<file path="config.mk">
export PLATFORM = sky130hd
export DESIGN_NAME = fetch_stage_flat
export DESIGN_NICKNAME = d
export VERILOG_FILES = /design/src/rtl/fetch_if.sv /design/src/rtl/fetch_stage.sv /design/src/flat_wrapper.sv
export SDC_FILE = /design/constraint.sdc
export NUM_CORES = 1
export LEC_CHECK = 0
export CORE_MARGIN = 1
export CORE_UTILIZATION = 45
export DETAILED_ROUTE_END_ITERATION = 16
export MAX_ROUTING_LAYER = met4
export PLACE_DENSITY = 0.75
export SLEW_MARGIN = 20
export SYNTH_ARGS = -nofsm -noshare
export SYNTH_HDL_FRONTEND = slang
export SYNTH_SLANG_ARGS = --single-unit
</file>
<file path="constraint.sdc">
create_clock -name clk -period 5.9 [get_ports clk]
set_clock_uncertainty 0.1 [all_clocks]
set_input_delay 1.18 -clock clk [delete_from_list [all_inputs] [get_ports clk]]
set_output_delay 1.18 -clock clk [all_outputs]
set_load 0.01 [all_outputs]
</file>
<file path="src/rtl/fetch_if.sv">
// Fetch-stage bus: redirect input, instruction-memory port and the IF/ID
// valid/ready output. The master modport is the fetch stage; slave is its environment.
interface fetch_if;
  logic        redirect_valid;
  logic [63:0] redirect_target;
  logic [63:0] imem_addr;
  logic [31:0] imem_instr;
  logic        out_valid;
  logic        out_ready;
  logic [31:0] out_instr;
  logic [63:0] out_pc;
  logic [63:0] out_pc_plus4;

  modport master (
    input  redirect_valid, redirect_target,
    output imem_addr,
    input  imem_instr,
    output out_valid, out_instr,
    output out_pc, out_pc_plus4,
    input  out_ready
  );

  modport slave (
    output redirect_valid, redirect_target,
    input  imem_addr,
    output imem_instr,
    input  out_valid, out_instr,
    input  out_pc, out_pc_plus4,
    output out_ready
  );
endinterface

</file>
<file path="src/rtl/fetch_stage.sv">
// Instruction fetch: owns the PC, buffers {instr, pc} in a DEPTH-entry FIFO
// and hands the head to IF/ID. Ports: clk, reset (sync, high), bus (fetch_if.master).
module fetch_stage #(
  parameter logic [63:0] RESET_PC = 64'd0,
  parameter int          DEPTH    = 2
) (
  input  logic      clk,
  input  logic      reset,
  fetch_if.master   bus
);

  localparam int AW = $clog2(DEPTH);
  localparam int CW = AW + 1;

  logic [63:0]   pc_q, pc_d;
  logic [AW-1:0] head_q, head_d;
  logic [AW-1:0] tail_q, tail_d;
  logic [CW-1:0] count_q, count_d;
  logic [31:0]   instr_q [DEPTH];
  logic [31:0]   instr_d [DEPTH];
  logic [63:0]   epc_q [DEPTH];
  logic [63:0]   epc_d [DEPTH];

  logic valid;
  logic full;
  logic deq;
  logic enq;

  assign valid = (count_q != '0);
  assign full  = (count_q == CW'(DEPTH));
  assign deq   = valid & bus.out_ready;
  assign enq   = !bus.redirect_valid & (!full | deq);

  always_comb begin
    pc_d    = pc_q;
    head_d  = head_q;
    tail_d  = tail_q;
    count_d = count_q;
    instr_d = instr_q;
    epc_d   = epc_q;
    if (bus.redirect_valid) begin
      // Flush drops everything, including this cycle's dequeue.
      pc_d    = {bus.redirect_target[63:2], 2'b00};
      head_d  = '0;
      tail_d  = '0;
      count_d = '0;
    end else begin
      if (enq) begin
        instr_d[tail_q] = bus.imem_instr;
        epc_d[tail_q]   = pc_q;
        tail_d          = tail_q + AW'(1);
        pc_d            = pc_q + 64'd4;
      end
      if (deq) begin
        head_d = head_q + AW'(1);
      end
      unique case (1'b1)
        enq && !deq: count_d = count_q + CW'(1);
        !enq && deq: count_d = count_q - CW'(1);
        default:     count_d = count_q;
      endcase
    end
  end

  always_ff @(posedge clk) begin
    if (reset) begin
      pc_q    <= RESET_PC;
      head_q  <= '0;
      tail_q  <= '0;
      count_q <= '0;
    end else begin
      pc_q    <= pc_d;
      head_q  <= head_d;
      tail_q  <= tail_d;
      count_q <= count_d;
    end
  end

  // Storage needs no reset: outputs are gated by the registered count.
  always_ff @(posedge clk) begin
    instr_q <= instr_d;
    epc_q   <= epc_d;
  end

  assign bus.imem_addr    = pc_q;
  assign bus.out_valid    = valid;
  assign bus.out_instr    = valid ? instr_q[head_q] : 32'd0;
  assign bus.out_pc       = valid ? epc_q[head_q] : 64'd0;
  assign bus.out_pc_plus4 = valid ? epc_q[head_q] + 64'd4 : 64'd0;

endmodule
</file>
<file path="src/flat_wrapper.sv">
// flat-port wrapper written by rule: the top's interface ports become plain ports
module fetch_stage_flat 
#(
  parameter logic [63:0] RESET_PC = 64'd0,
  parameter int          DEPTH    = 2
)
  (clk, reset, bus_redirect_valid, bus_redirect_target, bus_imem_addr, bus_imem_instr, bus_out_valid, bus_out_instr, bus_out_pc, bus_out_pc_plus4, bus_out_ready);
  fetch_if bus_i ();
  input  logic clk;
  input  logic reset;
  input wire logic [$bits(bus_i.redirect_valid)-1:0] bus_redirect_valid;
  input wire logic [$bits(bus_i.redirect_target)-1:0] bus_redirect_target;
  output wire logic [$bits(bus_i.imem_addr)-1:0] bus_imem_addr;
  input wire logic [$bits(bus_i.imem_instr)-1:0] bus_imem_instr;
  output wire logic [$bits(bus_i.out_valid)-1:0] bus_out_valid;
  output wire logic [$bits(bus_i.out_instr)-1:0] bus_out_instr;
  output wire logic [$bits(bus_i.out_pc)-1:0] bus_out_pc;
  output wire logic [$bits(bus_i.out_pc_plus4)-1:0] bus_out_pc_plus4;
  input wire logic [$bits(bus_i.out_ready)-1:0] bus_out_ready;
  assign bus_i.redirect_valid = bus_redirect_valid;
  assign bus_i.redirect_target = bus_redirect_target;
  assign bus_imem_addr = bus_i.imem_addr;
  assign bus_i.imem_instr = bus_imem_instr;
  assign bus_out_valid = bus_i.out_valid;
  assign bus_out_instr = bus_i.out_instr;
  assign bus_out_pc = bus_i.out_pc;
  assign bus_out_pc_plus4 = bus_i.out_pc_plus4;
  assign bus_i.out_ready = bus_out_ready;
  fetch_stage #(.RESET_PC(RESET_PC), .DEPTH(DEPTH)) u_core (.clk(clk), .reset(reset), .bus(bus_i));
endmodule
</file>
==> impl_metrics.tcl <==
set metrics [dict create \
    number_of_h_tree_branching_levels 1 \
    ys_seq_area_frac 0.531 \
    power.share.clock 0.368 \
    violations "design-rule violations" \
    grt_max_degree 136 \
    synth.avg_cell_area_um2 10.5 \
    ff2ff_setup_slack_ns 2.99 \
    cts_made_buffers 27 \
    die_x_um 173 \
    num-nets-final 1640 \
    start_util 0.457 \
    sequentialPowerShare 0.492 \
    synth_seq_cells 254 \
    antenna_found_initial 0 \
    worst_slew_margin_relative_to_its_limit 0.233 \
    post_synth_most_frequent_cells "216 x nor2_1, 188 x edfxtp_1, 94 x mux2i_1, 87 x nand2_1, 66 x dfxtp_1" \
    drt_wl_total_um 38200 \
    timing.max_cap.violations 0 \
    cts_tree "built" \
    boundaryPins 325 \
    final_period_minus_worst_setup_slack_ns 5.64 \
    die_footprint_mm2 0.0298 \
    setup_viol 0 \
    hold_viol 0 \
    syn2layout_area_growth_pct 32.7 \
    globalRouteTotalUtil 0.257 \
    post-synth-top-area-fraction 0.430 \
    clock.fmax_ghz 0.177 \
    global_route.overflow_total 0 \
    synth.lib_cells_used.distinct 64 \
    postCtsHoldBufs 0 \
    synthFlopType "edfxtp_1" \
    critical_path_required_ns 4.62 \
    antenna_violating_nets_post_route 0 \
    critPathArrivalTime_ns 4.36 \
    postCtsResizedCells 0 \
    netSwitchingFraction 0.252 \
    coreArea_mm2 0.0287 \
    power.switching_mw 1.09 \
    report.power.total_mw 4.34 \
    cts_sinks 254 \
    fp-row-count 62 \
    final_cell_count_no_fill 1941 \
    yosys.cell_count.top_type "nor2_1" \
    setup.worst_path.end_class "output port" \
    power.internal_mw 3.25 \
    grt_pass1_vias 10400 \
    cts.repair_timing.setup_buffer_count 0 \
    finalWeightedCongestion 0.965 \
    clk-insertion-delay-late_ns 0.54 \
    crit_path_start_kind "flip-flop" \
    post_route_cells_drive_above_1_share 0.0584 \
    antenna_cells 0 \
    netlist_top_cells_area "edfxtp_1 43%, dfxtp_1 10%, mux2i_1 7.2%, nor2_1 6.2%, xnor2_1 3.4%" \
    power.static_leakage_nw 5.63 \
    synth_async_sr_flop_share 0 \
    comb_power_share 0.141 \
    vdd_ir_drop_max_v 0.000219 \
    clk_transition_reported_paths_ns 0.06 \
    cts_root_buf "clkbuf_16" \
    vias 10900 \
    synth_top_area_cell "edfxtp_1" \
    final.period_utilization 0.956 \
    path_max_fanout 61 \
    drc 2 \
    cts_buffer_depth 3 \
    dr.pass1.iters 14 \
    wire_length_of_the_first_global_routing_pass_um 58800 \
    synth-warning-count 0 \
    mappedNetlistArea_mm2 0.0131 \
    synth-edff-count 188 \
    hpwlAfterDp_um 27800 \
    finalMaxSlewViolations 0 \
    critical_path_class "reg -> out" \
    dr.first_iter.drc_count 893 \
    max_slew.worst_pin.slew_ns 1.14 \
    timing.hold.worst.class "reg -> reg" \
    rsz0062_at_grt "false" \
    postSynthCellCount 1244 \
    aggregate_negative_setup_slack_ns 0 \
    io_buffer_count 316 \
    via_per_inst 5.62 \
    power_density_mw_per_mm2 249 \
    fp.dieH_um 173 \
    wirelength_per_cell_um 19.7 \
    placed_cells_incl_taps 1892 \
    run_status "finished with violations" \
]
[per-layer routing]
layer / routed length, µm / GRT usage / vias to the layer above
li1: - / - / 5167
met1: 16700 / 0.348 / 5116
met2: 17300 / 0.390 / 530
met3: 2850 / 0.0398 / 98
met4: 1410 / 0.0955 / 0
met5: 0 / - / -
[flip-flops by register name, indices dropped and copies added, names as in the netlist]
signal	count
u_core.count_q	2
u_core.bus.imem_addr	62
u_core.instr_q	64
u_core.tail_q	1
u_core.epc_q	124
u_core.head_q	1
[area by class of cell]
type | count | area, µm²
clock inverters | 10 | 97.6
inverters | 13 | 48.8
clock buffers | 39 | 734
multi-input cells | 911 | 5770
fillers | 2392 | 11300
flip-flops and latches | 254 | 6970
well taps | 384 | 480
repair buffers | 330 | 3300
[layout by cell type (no fill, tap or decap), drive strengths merged, types with 4 or more instances in the layout]
| master | n |
|---|---|
| clkbuf | 39 |
| a211o | 4 |
| a221oi | 4 |
| a22oi | 8 |
| inv | 14 |
| a21o | 4 |
| nor3 | 28 |
| mux2i | 94 |
| xnor2 | 51 |
| a31oi | 6 |
| buf | 15 |
| nor2b | 8 |
| nor4 | 27 |
| nand4 | 42 |
| nand3b | 17 |
| a21oi | 31 |
| nor2 | 216 |
| a211oi | 29 |
| nand2 | 87 |
| o31ai | 8 |
| edfxtp | 188 |
| nand2b | 5 |
| or4 | 6 |
| mux2 | 12 |
| o21ai | 19 |
| xor2 | 43 |
| dfxtp | 66 |
| nand4b | 10 |
| or3 | 7 |
| nand3 | 50 |
| a32oi | 5 |
| or2 | 6 |
| and2 | 20 |
| clkdlybuf4s50 | 315 |
| and3 | 12 |
| and4 | 12 |
| clkinv | 6 |
| a311oi | 4 |
| conb | 6 |
[critical path, cell delays in order (launching register included)]
cell	delay (ns)
dfxtp_4	0.78
buf_4	0.40
nand4_1	0.15
a22oi_1	0.55
and2_1	0.25
nand3_2	0.26
nor4_1	0.53
mux2_2	0.39
clkdlybuf4s50_1	0.48
[path summary, 6_finish.rpt]
check	start	end	depth (start not counted)
min	u_core.bus.imem_addr[63]$_SDFFE_PP0P_	u_core.epc_q[127]$_DFFE_PP_	0
min reg2reg	u_core.bus.imem_addr[63]$_SDFFE_PP0P_	u_core.epc_q[127]$_DFFE_PP_	0
max	u_core.head_q$_SDFFE_PP0P_	bus_out_pc_plus4[59]	8
max reg2reg	u_core.bus.imem_addr[12]$_SDFFE_PP0P_	u_core.bus.imem_addr[51]$_SDFFE_PP0P_	6
[power groups by stage]
stage | Combinational [mW] | Clock [mW] | Sequential [mW]
after floorplan | 0.295 | 0 | 2.14
after global placement | 0.604 | 0 | 2.16
after detailed placement | 0.612 | 0 | 2.17
after CTS | 0.615 | 1.62 | 2.13
after global routing | 0.656 | 1.69 | 2.15
final | 0.611 | 1.60 | 2.13
[per-stage QoR]
| step | area [µm²] | util | hold slack (ns) | setup slack [ns] |
|---|---|---|---|---|
| detailed placement | 16600 | 0.577 | 0.425 | 0.861 |
| CTS | 17400 | 0.606 | 0.437 | 0.290 |
| finish | 17400 | 0.606 | 0.433 | 0.259 |
| global placement | 16600 | 0.577 | 0.422 | 1.01 |
| global route | 17400 | 0.606 | 0.451 | 0.0406 |
| floorplan | 13100 | - | 0.375 | 1.29 |
[cell families (layout without fill, tap and decap cells)]
kind of cell | Yosys count | after routing | share of synthesized area
flip-flops | 254 | 254 | 0.531
multiplexers | 106 | 106 | 0.0820
AO/OA/AOI/OAI | 141 | 141 | 0.0746
AND/OR/NAND/NOR | 561 | 561 | 0.215
adder cells (fa/ha/maj) | 3 | 3 | 0.00286
other | 1 | 6 | 0.000286
buffers and inverters | 84 | 392 | 0.0316
XOR/XNOR | 94 | 94 | 0.0628
Note: power is estimated with default switching activity, not from simulation.
